$ cat src/rtl/pio_irq_debounce.sv
// Avalon-MM PIO: synchronised, debounced input port with edge capture and a
// maskable level interrupt, plus an output register with atomic set/clear.
module pio_irq_debounce #(
  parameter int               WIDTH           = 10,
  parameter int               DEBOUNCE_CYCLES = 0,
  parameter int               EDGE_TYPE       = 0,
  parameter logic [WIDTH-1:0] RESET_OUT       = '0
) (
  input  logic             clk,
  input  logic             reset,
  input  logic [2:0]       address,
  input  logic             read,
  input  logic             write,
  input  logic [31:0]      writedata,
  output logic [31:0]      readdata,
  input  logic [WIDTH-1:0] pio_in_i,
  output logic [WIDTH-1:0] pio_out_o,
  output logic             irq
);

  localparam logic [2:0] ADDR_DATA     = 3'd0;
  localparam logic [2:0] ADDR_OUT_SET  = 3'd1;
  localparam logic [2:0] ADDR_OUT_CLR  = 3'd2;
  localparam logic [2:0] ADDR_IRQ_MASK = 3'd3;
  localparam logic [2:0] ADDR_EDGE_CAP = 3'd4;

  logic [WIDTH-1:0] r_s1;
  logic [WIDTH-1:0] r_s2;
  logic [WIDTH-1:0] r_deb;
  logic [WIDTH-1:0] r_deb_d;
  logic [WIDTH-1:0] r_edge_cap;
  logic [WIDTH-1:0] r_irq_mask;
  logic [WIDTH-1:0] r_out;
  logic [31:0]      r_readdata;
  logic             r_irq;

  logic [WIDTH-1:0] w_deb_next;
  logic [WIDTH-1:0] w_event;
  logic [WIDTH-1:0] w_wr_data;
  logic [WIDTH-1:0] w_w1c;
  logic [31:0]      w_rd_mux;
  logic             w_unused_wdata;

  assign w_wr_data      = writedata[WIDTH-1:0];
  assign w_unused_wdata = ^writedata;

  always_ff @(posedge clk) begin
    if (reset) begin
      r_s1 <= '0;
      r_s2 <= '0;
    end else begin
      r_s1 <= pio_in_i;
      r_s2 <= r_s1;
    end
  end

  // Each bit owns its own stability counter; a bit only follows s2 after it
  // has disagreed with the debounced value for DEBOUNCE_CYCLES edges in a row.
  genvar gi;
  generate
    for (gi = 0; gi < WIDTH; gi++) begin : g_bit
      if (DEBOUNCE_CYCLES == 0) begin : g_bypass
        assign w_deb_next[gi] = r_s2[gi];
      end else begin : g_deb
        localparam int              CW       = $clog2(DEBOUNCE_CYCLES + 1);
        localparam logic [CW-1:0]   CNT_LAST = CW'(DEBOUNCE_CYCLES - 1);
        logic [CW-1:0] r_cnt;
        logic          w_diff;
        logic          w_done;

        assign w_diff = r_s2[gi] ^ r_deb[gi];
        assign w_done = w_diff && (r_cnt == CNT_LAST);

        always_ff @(posedge clk) begin
          if (reset) begin
            r_cnt <= '0;
          end else if (!w_diff || w_done) begin
            r_cnt <= '0;
          end else begin
            r_cnt <= r_cnt + CW'(1);
          end
        end

        assign w_deb_next[gi] = w_done ? r_s2[gi] : r_deb[gi];
      end
    end
  endgenerate

  always_ff @(posedge clk) begin
    if (reset) begin
      r_deb   <= '0;
      r_deb_d <= '0;
    end else begin
      r_deb   <= w_deb_next;
      r_deb_d <= r_deb;
    end
  end

  generate
    if (EDGE_TYPE == 0) begin : g_rise
      assign w_event = r_deb & ~r_deb_d;
    end else if (EDGE_TYPE == 1) begin : g_fall
      assign w_event = ~r_deb & r_deb_d;
    end else begin : g_any
      assign w_event = r_deb ^ r_deb_d;
    end
  endgenerate

  assign w_w1c = (write && (address == ADDR_EDGE_CAP)) ? w_wr_data : '0;

  // A new event is OR-ed in after the clear so a colliding capture survives.
  always_ff @(posedge clk) begin
    if (reset) begin
      r_edge_cap <= '0;
    end else begin
      r_edge_cap <= (r_edge_cap & ~w_w1c) | w_event;
    end
  end

  always_ff @(posedge clk) begin
    if (reset) begin
      r_irq_mask <= '0;
    end else if (write && (address == ADDR_IRQ_MASK)) begin
      r_irq_mask <= w_wr_data;
    end
  end

  always_ff @(posedge clk) begin
    if (reset) begin
      r_out <= RESET_OUT;
    end else if (write) begin
      case (address)
        ADDR_DATA:    r_out <= w_wr_data;
        ADDR_OUT_SET: r_out <= r_out | w_wr_data;
        ADDR_OUT_CLR: r_out <= r_out & ~w_wr_data;
        default:      r_out <= r_out;
      endcase
    end
  end

  always_ff @(posedge clk) begin
    if (reset) begin
      r_irq <= 1'b0;
    end else begin
      r_irq <= |(r_edge_cap & r_irq_mask);
    end
  end

  always_comb begin
    w_rd_mux = '0;
    case (address)
      ADDR_DATA:     w_rd_mux = 32'(r_deb);
      ADDR_OUT_SET:  w_rd_mux = 32'(r_out);
      ADDR_OUT_CLR:  w_rd_mux = 32'(r_out);
      ADDR_IRQ_MASK: w_rd_mux = 32'(r_irq_mask);
      ADDR_EDGE_CAP: w_rd_mux = 32'(r_edge_cap);
      default:       w_rd_mux = '0;
    endcase
  end

  // Reads sample the registers before any same-cycle write lands.
  always_ff @(posedge clk) begin
    if (reset) begin
      r_readdata <= '0;
    end else if (read) begin
      r_readdata <= w_rd_mux;
    end
  end

  assign readdata  = r_readdata;
  assign pio_out_o = r_out;
  assign irq       = r_irq;

endmodule

$ cat config.mk
export PLATFORM = sky130hd
export DESIGN_NAME = pio_irq_debounce
export DESIGN_NICKNAME = d
export VERILOG_FILES = /design/src/rtl/pio_irq_debounce.sv
export SDC_FILE = /design/constraint.sdc
export NUM_CORES = 1
export LEC_CHECK = 0
export ABC_AREA = 1
export CAP_MARGIN = 20
export CELL_PAD_IN_SITES_DETAIL_PLACEMENT = 1
export CELL_PAD_IN_SITES_GLOBAL_PLACEMENT = 2
export CORE_UTILIZATION = 27
export CTS_CLUSTER_DIAMETER = 80
export DETAILED_ROUTE_END_ITERATION = 8
export GPL_TIMING_DRIVEN = 0
export PLACE_DENSITY_LB_ADDON = 0.15
export SETUP_SLACK_MARGIN = 0.3
export SYNTH_ARGS = -nofsm -noshare
export SYNTH_HDL_FRONTEND = slang
export SYNTH_SLANG_ARGS = --single-unit
$ cat constraint.sdc
create_clock -name clk -period 1.2 [get_ports clk]
set_input_delay 0.24 -clock clk [delete_from_list [all_inputs] [get_ports clk]]
set_output_delay 0.24 -clock clk [all_outputs]
set_load 0.02 [all_outputs]
==> results.md <==
- Status: finished clean
- Skew final: 10.2 ps
- Horizontal die dimension: between 100 and 150 um
- Clock latency at the later pin of the worst-skew pair: roughly 340 ps
- Critical R2R Launch: r_edge_cap[2]$_SDFF_PP0_
- Peak clock frequency supported by timing: 943 MHz
- FFs w/ async S/R, synth: 0%
- Cell types occupying the most area after synthesis: dfxtp_1 49%, inv_1 8.4%, a21oi_1 6.1%
- Worst setup margin: about 140 ps
- Largest area contributor in the synthesized netlist: dfxtp_1
- Largest stage delay on the critical path: 360 ps
- Startpoint kind of the worst setup timing path: flop
- Final design utilization: ~41%
- Global-route congestion overflow total: 0
- Kind of cell with the highest combined delay on the critical path: flip-flops
- Clock edge transition at the registers on the reported setup and hold paths: 70 ps
- Total CTS buffers: 9
- First-pass GRT wire length: 16.3 mm
- Final worst path period share: 88.3%
- Worst setup path category: reg2out
- Critical path launch point: pio_out_o[9]$_SDFFE_PP0P_
- EDFF count, synth: 0
- Number of vias in the routed layout: just over 3k
- Total Neg Setup Slack: 0 ps
- IO buf count: 46
- Number of gates on the worst path with buffers counted: 1
- Maximum number of pins on one net before global-route repair: 17
- Post-Syn Area per Cell: just under 8 um2
- Library cells used by synthesis: 23
- Total area of sequential cells: roughly 1700 um2
- Initial DRC Count: 89
- Vertical extent of the die: between 100 and 150 um
- # clock sinks: between 80 and 90
- Diodes inserted: 0
- Number of buffers on the longest clock path: 2
- Hold violation count in the final report: 0
- Top-area cell type share of the netlist area: 49.1%
- DR WL/cell: 15.0 um
- Leakage power: around 2.2 nW
- Gr usage total: between 15 and 20%
- Share of synthesized area occupied by flip-flops and latches: between 40 and 50%
- Ports placed on the boundary: 92
- Routed Wire Length: 10.1 mm
- Synthesis-to-finish area growth: 50.1%
- Initial Util: between 20% and 30%
- Non-filler cells, final: 673
- Number of flip-flops and latches in the synthesized netlist: between 80 and 90
- Final critical path time including I/O delays and setup: 1060 ps
- R2R setup slack: about 170 ps
- Footprint of the multi-input gates: 1450 um2
- Crit. End Element: output port
- Cell area after technology mapping: around 3300 um2
- Proportion of layout cells with a drive suffix above 1: 35.0%
- Library cell contributing the largest single delay on the critical path: dfxtp_2
- Top post-synthesis cells by count: 81 x dfxtp_1, 74 x inv_1, 40 x a21oi_1
- Number of remaining DRC errors: 0
- Worst Hold Class: in2reg
- Endpoint of the lowest-slack register-to-register path: irq$_SDFF_PP0_
- Placed cells: 635
- Initial antenna violation count: 0
- Critical Path, Cell by Cell: buf_6
- Placement-stage worst setup slack: -638 ps
- Vias in the first global route: 3146
- Most numerous cell in the Yosys netlist: dfxtp_1
- Logic depth of the worst register-to-register path: 5
- Placement row count: 40
- Instance count of the mapped netlist: between 400 and 500
- Floorplan die area: 12700 um2
- Worst Path Arrival: 820 ps
- Nets@finish: 570
- Total setup violations reported at the end of the flow: 0
- Clock tree from TritonCTS: built
- Leading register cell type out of synthesis: dfxtp_1
- Post-detail-place hpwl: 7.03 mm
- Post-route antenna net violation count: 0
- Weighted congestion at the end of routability-driven global placement: 0.751
- WP buf/inv: 1
- Fillers: 1380
- First-pass detailed-route iteration total: 5
- Total power divided by cell area: 1290 nW/um2
- Clock root buffer: clkbuf_16
- Yosys synthesis warning count: 0
- Data required, critical path: 960 ps
- Vias per cell: 4.54
- Number of max-slew violations in the final report: 0
- Worst Hold Margin: 171 ps
- Max-cap violations: 0
- RSZ-0062 raised after global routing: yes
- H-tree lvl count: 3
- Capturing instance or port of the critical path: pio_out_o[9]
- Maximum vdd ir drop: between 0.6 and 0.7 mV
- Core ar.: 12000 um2
- Largest driver fanout on the critical path: 3
==> registers in the layout, summed over array words and instances (netlist names) <==
| signal | flops |
|---|---|
| pio_out_o | 10 |
| r_irq_mask | 10 |
| readdata | 10 |
| r_s2 | 10 |
| r_s1 | 10 |
| irq | 1 |
| r_edge_cap | 10 |
| r_deb | 10 |
| r_deb_d | 10 |
==> worst min path at each step <==
stage | from | end | slack [ps] | cells after the start
6_report | reset | r_edge_cap[8]$_SDFF_PP0_ | 170 | 2
2_1_floorplan | pio_in_i[0] | r_s1[0]$_SDFF_PP0_ | 350 | 2
5_1_grt | reset | r_edge_cap[8]$_SDFF_PP0_ | 190 | 2
4_1_cts | reset | r_edge_cap[8]$_SDFF_PP0_ | 170 | 2
3_3_place_gp | r_s1[3]$_SDFF_PP0_ | r_s2[3]$_SDFF_PP0_ | 390 | 2
3_5_place_dp | r_s2[3]$_SDFF_PP0_ | r_deb[3]$_SDFF_PP0_ | 400 | 2
==> where the power goes <==
part | total, mW | leakage (nW) | switching [mW] | internal [mW]
logic | 0.888 | 1.42 | 0.485 | 0.403
registers | 2.86 | 0.673 | 0.0631 | 2.80
clock network | 2.66 | 0.140 | 1.22 | 1.44
==> cells in the final DEF, fill, tap and decap left out, drive strengths merged, types with 9 or more instances in the layout <==
cell type      netlist  final
dfxtp               81     81
inv                 75     78
buf                 32     76
a21oi               40     40
nand2               38     38
nor2                34     34
nand3               32     33
o21ai               29     29
clkbuf              12     23
conb                 1     22
clkdlybuf4s50        0     19
nand4               11     11
o21bai              10     10
nor3                10     10
o22ai                9      9
==> metal layers <==
layer  wire, um  part of all wire [%]  vias to the layer above  GRT usage (%)
met5          0                     0                        -              0
met3        368                   3.7                       17           4.00
met1       4640                    46                     1466           20.9
met2       4850                    48                       62           28.7
met4        209                   2.1                        0           6.22
li1           -                     -                     1512              -
==> layout make-up <==
cell class	instances	area share, %
Tap cell	147	3.71
Inverter	75	5.87
Sequential cell	81	33.3
Timing Repair Buffer	67	15.4
Clock inverter	7	1.24
Clock buffer	9	4.54
Multi-Input combinational cell	243	29.2
Buffer	44	6.68
==> stage by stage <==
stage,area [um2],total power [mW]
finish,4960,6.40
global route,4960,6.69
CTS,4740,6.40
detailed placement,4060,3.58
global placement,4060,3.57
floorplan,3420,3.30
==> cell families (layout without fill, tap and decap cells) <==
| logic type | count (synthesis) | in the layout | share of synthesized area [%] |
|---|---|---|---|
| AO/OA/AOI/OAI | 93 | 93 | 15.7 |
| other | 1 | 22 | 0.113 |
| buffers and inverters | 119 | 202 | 16.4 |
| flip-flops | 81 | 81 | 49.1 |
| AND/OR/NAND/NOR | 127 | 128 | 18.7 |
==> repair_timing <==
item	in CTS	in global routing
hold buffers	0	0
buffers inserted	16	1
pin swaps	27	25
resized for setup	208	62
setup endpoints to repair	63	62
cloned	4	1
Power figures use the tool's default switching activity.
==> RTL change 1 (same flow settings) <==
Add an input register stage for `pio_in_i`, without a reset; this delays it by one clock. The other inputs are not delayed to match.
--- a/src/rtl/pio_irq_debounce.sv
+++ b/src/rtl/pio_irq_debounce.sv
@@ -24,6 +24,12 @@
   localparam logic [2:0] ADDR_IRQ_MASK = 3'd3;
   localparam logic [2:0] ADDR_EDGE_CAP = 3'd4;
 
+  logic [WIDTH-1:0] pio_in_q;
+
+  always_ff @(posedge clk) begin
+    pio_in_q <= pio_in_i;
+  end
+
   logic [WIDTH-1:0] r_s1;
   logic [WIDTH-1:0] r_s2;
   logic [WIDTH-1:0] r_deb;
@@ -49,7 +55,7 @@
       r_s1 <= '0;
       r_s2 <= '0;
     end else begin
-      r_s1 <= pio_in_i;
+      r_s1 <= pio_in_q;
       r_s2 <= r_s1;
     end
   end
Function: changed (a bounded check fails within 10 cycles, from zero or initial values and one cycle with reset high).
==> RTL change 1 against the original RTL <==
Maximum frequency is 1.2% higher; synthesized area up 6.1%; register-to-register slack better by 0.04 ns; power is 4.0% higher; synthesized cell count rose by 2.4%; die area increased by 5.9%; sequential share of layout area up 3.2 points; routed wire length rose by 0.11%; non-clock buffer count rose by 1; worst setup slack improved by 0.013 ns; cell area is 2.4% higher; worst hold slack improved by 0.0064 ns; sequential cell count increased by 10; combinational power decreased by 5.1%.
==> RTL change 1: results (changes against the original RTL) <==
Clock network
  – # Post-CTS Setup Buffers: 12 (-4)
  – Resize count post-CTS: 213 (+2.4%)

Power
  – Leak: 0.00229 uW (+2.7%)
  – Worst vdd ir: 0.881 mV (+39%)
  – Combinational fraction of design power: 0.126 (-0.013)
  – Sw frac: 0.259 (-0.0165)
  – Clock-net power: 2610 uW (-2%)

Placed design
  – Placer Congestion: 0.813 (+8.2%)
  – Detailed placement HPWL: 7020 microns (about the same)
  – Post-DP Area: 0.00430 sq mm (+5.7%)
  – Port Buf Inserts: 46 (unchanged)

Setup path
  – Critical path's slowest cell: dfxtp_2
  – Reg2reg setup slack: 0.21 ns (+0.04 ns)
  – Crit path from: readdata[8]
  – Crit-path leading delay family: flip-flops
  – Maximum fanout along the worst path: 2 (-1)
  – Launching point of the worst reg2reg path: pio_out_o[9]

Outcome
  – Outcome: complete, no violations

Detailed routing
  – Detailed router's first-iteration violation count: 80 (-10%)
  – Wl on met1: 4700 microns (+1.2%)
  – First-pass DRT Iterations: 4 (-1)
  – Routed length per instance: 14.2 microns (-5.0%)
  – Metal3 WL: 335 microns (-9.0%)
  – Met2 WL post-DR: 4830 microns (-0.35%)
  – Vias per cell: 4.40 (-3.1%)

Finish
  – NonClk Buf Share: 0.210 (-0.0114)
  – ClkCell Share: 0.0534 (-0.00432)
  – Final net count: 581 (+1.9%)
  – Area of the multi-input gates: 0.00138 sq mm (-4.7%)
  – # clk buffers: 11 (+2)
  – Signal buffers: 112 (+0.90%)
  – Multi-input gates: 243 (unchanged)
  – Fill cells: 1510 (+9.4%)
  – Sequential Area: 0.00186 sq mm (+12%)
  – Share of cells above drive strength 1: 0.318 (-0.0314)

Global route
  – Met2 Track Usage GR: 0.265 (-0.0226)
  – Vias in the first global route: 3063 (-2.6%)
  – Total Routing Usage GR: 0.161 (-0.00857)
  – Initial antenna violation count: 0 (unchanged)
  – First-pass GRT wire length: 16000 microns (-2.0%)
  – GRT overflow: 0 (unchanged)
  – Largest net degree at the start of global routing: 16 (-1)
  – GR Layer Usage met3: 0.0298 (-0.0101)
  – GR Util met1: 0.203 (-0.00631)

Logic synthesis
  – Sequential share of the synthesized area: 0.520 (+0.0291)
  – Post-synth top cells: 91 x dfxtp_1, 74 x inv_1, 40 x a21oi_1
  – Synth warnings: 0 (unchanged)
  – Synth area leaders: dfxtp_1 52%, inv_1 7.9%, a21oi_1 5.7%
  – Post-synthesis register bit count: 91 (+12%)

Timing
  – Clock Skews: 0.00609 ns (-0.00414 ns)
  – Hold slack final: 0.177 ns (+0.00638 ns)

Die
  – Row cnt: 41 (+2.5%)
[RTL change 1: through the flow]
step | setup WS, ns | TNS (ns) | util | cells | power [uW]
finish | 0.153 | 0 | 0.403 | 709 | 6660
global route | 0.119 | 0 | 0.403 | 709 | 7010
CTS | 0.134 | 0 | 0.389 | 701 | 6720
detailed placement | -0.636 | -20.01 | 0.340 | 670 | 3940
global placement | -0.633 | -19.17 | 0.340 | 670 | 3930
floorplan | 0.298 | 0 | - | 452 | 3660
[RTL change 1: cell families (layout without fill, tap and decap cells)]
kind of cell | count (synthesis) | after routing | synth area share
and+or+nand+nor | 127 | 128 | 0.177
buffers and inverters | 119 | 203 | 0.155
AOI/OAI and AO/OA | 93 | 93 | 0.148
DFF | 91 | 91 | 0.520
other | 1 | 22 | 0.00107
[RTL change 1: worst paths after layout]
| kind | to | depth (start not counted) |
|---|---|---|
| setup / recovery | readdata[8] | 1 |
| hold / removal | r_edge_cap[8] | 2 |
| hold reg to reg | r_deb[2] | 2 |
| setup reg to reg | readdata[9] | 5 |
==> RTL change 2 (same settings) <==
Without the edit above. `WIDTH`: 10 -> 5.
--- a/src/rtl/pio_irq_debounce.sv
+++ b/src/rtl/pio_irq_debounce.sv
@@ -1,7 +1,7 @@
 // Avalon-MM PIO: synchronised, debounced input port with edge capture and a
 // maskable level interrupt, plus an output register with atomic set/clear.
 module pio_irq_debounce #(
-  parameter int               WIDTH           = 10,
+  parameter int               WIDTH           = 5,
   parameter int               DEBOUNCE_CYCLES = 0,
   parameter int               EDGE_TYPE       = 0,
   parameter logic [WIDTH-1:0] RESET_OUT       = '0
Interface: changed (resized pio_in_i and pio_out_o); port bits go from 92 to 82. No check against the original RTL was run, so the function may have changed too.
==> RTL change 2 against the original RTL <==
The flow now finishes with violations (design-rule violations); worst hold slack better by 0.074 ns; worst setup slack improved by 0.043 ns; power shrank 55%; clock skew decreased by 0.0057 ns; sequential cell count down 40; sequential share of layout area is 0.82 points lower; utilization decreased by 0.65 points; cell area fell by 47%; synthesized area down 45%; register-to-register slack improved by 0.09 ns; routed wire length shrank 54%; critical endpoint is now pio_out_o[3]; largest cell class unchanged; largest power group unchanged; highest routed layer unchanged.
==> RTL change 2: results (changes against the original RTL) <==
Global route
  – GR Layer Usage met3: 0.0324 (-0.00751)
  – Met2 Track Usage GR: 0.230 (-0.0577)
  – First-pass GRT wire length: 7290 microns (-55%)
  – Largest net degree at the start of global routing: 15 (-2)
  – GR Util met1: 0.163 (-0.0462)
  – Total Routing Usage GR: 0.134 (-0.0353)
  – Vias in the first global route: 1483 (-53%)

Logic synthesis
  – Unique masters post-synth: 24 (+4.3%)
  – Synth area leaders: dfxtp_1 45%, buf_4 11%, inv_1 7.8%
  – Sequential share of the synthesized area: 0.450 (-0.0409)
  – Avg Cell Area, Syn: 8.01 sq um (+2.0%)
  – Synth warnings: 0 (unchanged)
  – Post-synth top cells: 41 x dfxtp_1, 38 x inv_1, 27 x buf_4

Outcome
  – Outcome: finished, violations left
  – Violated checks: design-rule violations

Detailed routing
  – Vias per cell: 4.27 (-5.9%)
  – Routed length per instance: 12.4 microns (-17%)
  – DRC errors left: 6 (+6)
  – Detailed router's first-iteration violation count: 56 (-37%)
  – Total Wirelength: 4600 microns (-54%)

Finish
  – Area delta synth->final: 43.7%
  – Share of cells above drive strength 1: 0.386 (+0.0366)
  – Fill cells: 779 (-44%)
  – Final net count: 338 (-41%)

Die
  – Starting Density: 0.284 (+0.00788)

Setup path
  – Arr. time, crit path: 0.78 ns (-0.04 ns)
  – Maximum fanout along the worst path: 3 (unchanged)
  – Reg2reg setup slack: 0.26 ns (+0.09 ns)
  – Critical path's slowest cell: dfxtp_4

Power
  – Worst vdd ir: 0.801 mV (+26%)
  – NetSw: 831 uW (-53%)
  – Leak: 0.00125 uW (-44%)
  – PwrDens: 1090 mW/mm^2 (-15%)
  – Seq. pwr: 1440 uW (-50%)
  – Clock Power Share: 0.325 (-0.090)

Placed design
  – Placer Congestion: 0.828 (+10%)
  – Pre-CTS WS: -0.655 ns (-0.0167 ns)
  – # placed instances: 355 (-44%)
  – Detailed placement HPWL: 3340 microns (-52%)
  – Post-DP Area: 0.00229 sq mm (-44%)
  – Port Buf Inserts: 24 (-48%)

Clock network
  – Worst skew pair latency: 0.30 ns (-0.04 ns)
  – Reg clk slew, reported paths: 0.09 ns (+0.02 ns)
  – Clock root buffer: clkbuf_8
  – Htree depth: 2 (-1)

Timing
  – Min cycle time layout: 1.02 ns (-0.0434 ns)
  – Clock Skews: 0.00453 ns (-0.00570 ns)
  – Hold slack final: 0.246 ns (+0.0745 ns)
## RTL change 2: changes by cell type after synthesis, sizes merged, moves of 2 or more
cell / before / now
nor2: 34 / 16
o21bai: 10 / 5
nand2: 38 / 17
nor3: 10 / 5
buf: 32 / 34
dfxtp: 81 / 41
nand4: 11 / 6
inv: 75 / 39
nand3: 32 / 17
clkbuf: 12 / 1
o21ai: 29 / 15
o22ai: 9 / 5
a21oi: 40 / 22
## RTL change 2: timing repair
| item | in CTS | in global routing |
|---|---|---|
| setup endpoints to repair | 32 | 34 |
| gates resized for setup | 102 | 37 |
| setup buffers | 3 | 5 |
| pin swaps | 10 | 18 |
| cloned | 0 | 1 |
## RTL change 2: cells by family (layout without fill, tap and decap cells)
kind of cell           count (synthesis)  in the layout  share of synthesized area
buffers and inverters                 75            115                      0.227
AND/OR/NAND/NOR                       62             63                      0.173
AO/OA/AOI/OAI                         49             49                      0.149
flip-flops                            41             41                      0.450
other                                  1             27                    0.00205
## RTL change 2: final timing paths
path,from,to,cells past startpoint
min reg2reg,r_s2[0],r_deb[0],2
min,reset,readdata[4],2
max,pio_out_o[3],pio_out_o[3],1
max reg2reg,r_irq_mask[2],readdata[2],4
## RTL change 2: cell type report
| class | count | area share |
|---|---|---|
| Buffer | 35 | 0.106 |
| Clock buffer | 5 | 0.0262 |
| Clock inverter | 3 | 0.00859 |
| Inverter | 40 | 0.0601 |
| Multi-Input combinational cell | 139 | 0.314 |
| Sequential cell | 41 | 0.325 |
| Tap cell | 77 | 0.0367 |
| Timing Repair Buffer | 32 | 0.123 |
## RTL change 2: routing by layer
metal  routed length, microns  part of all wire
met1                     2070              0.45
met2                     2300              0.50
met3                      178             0.039
met4                       54             0.012
met5                        0                 0
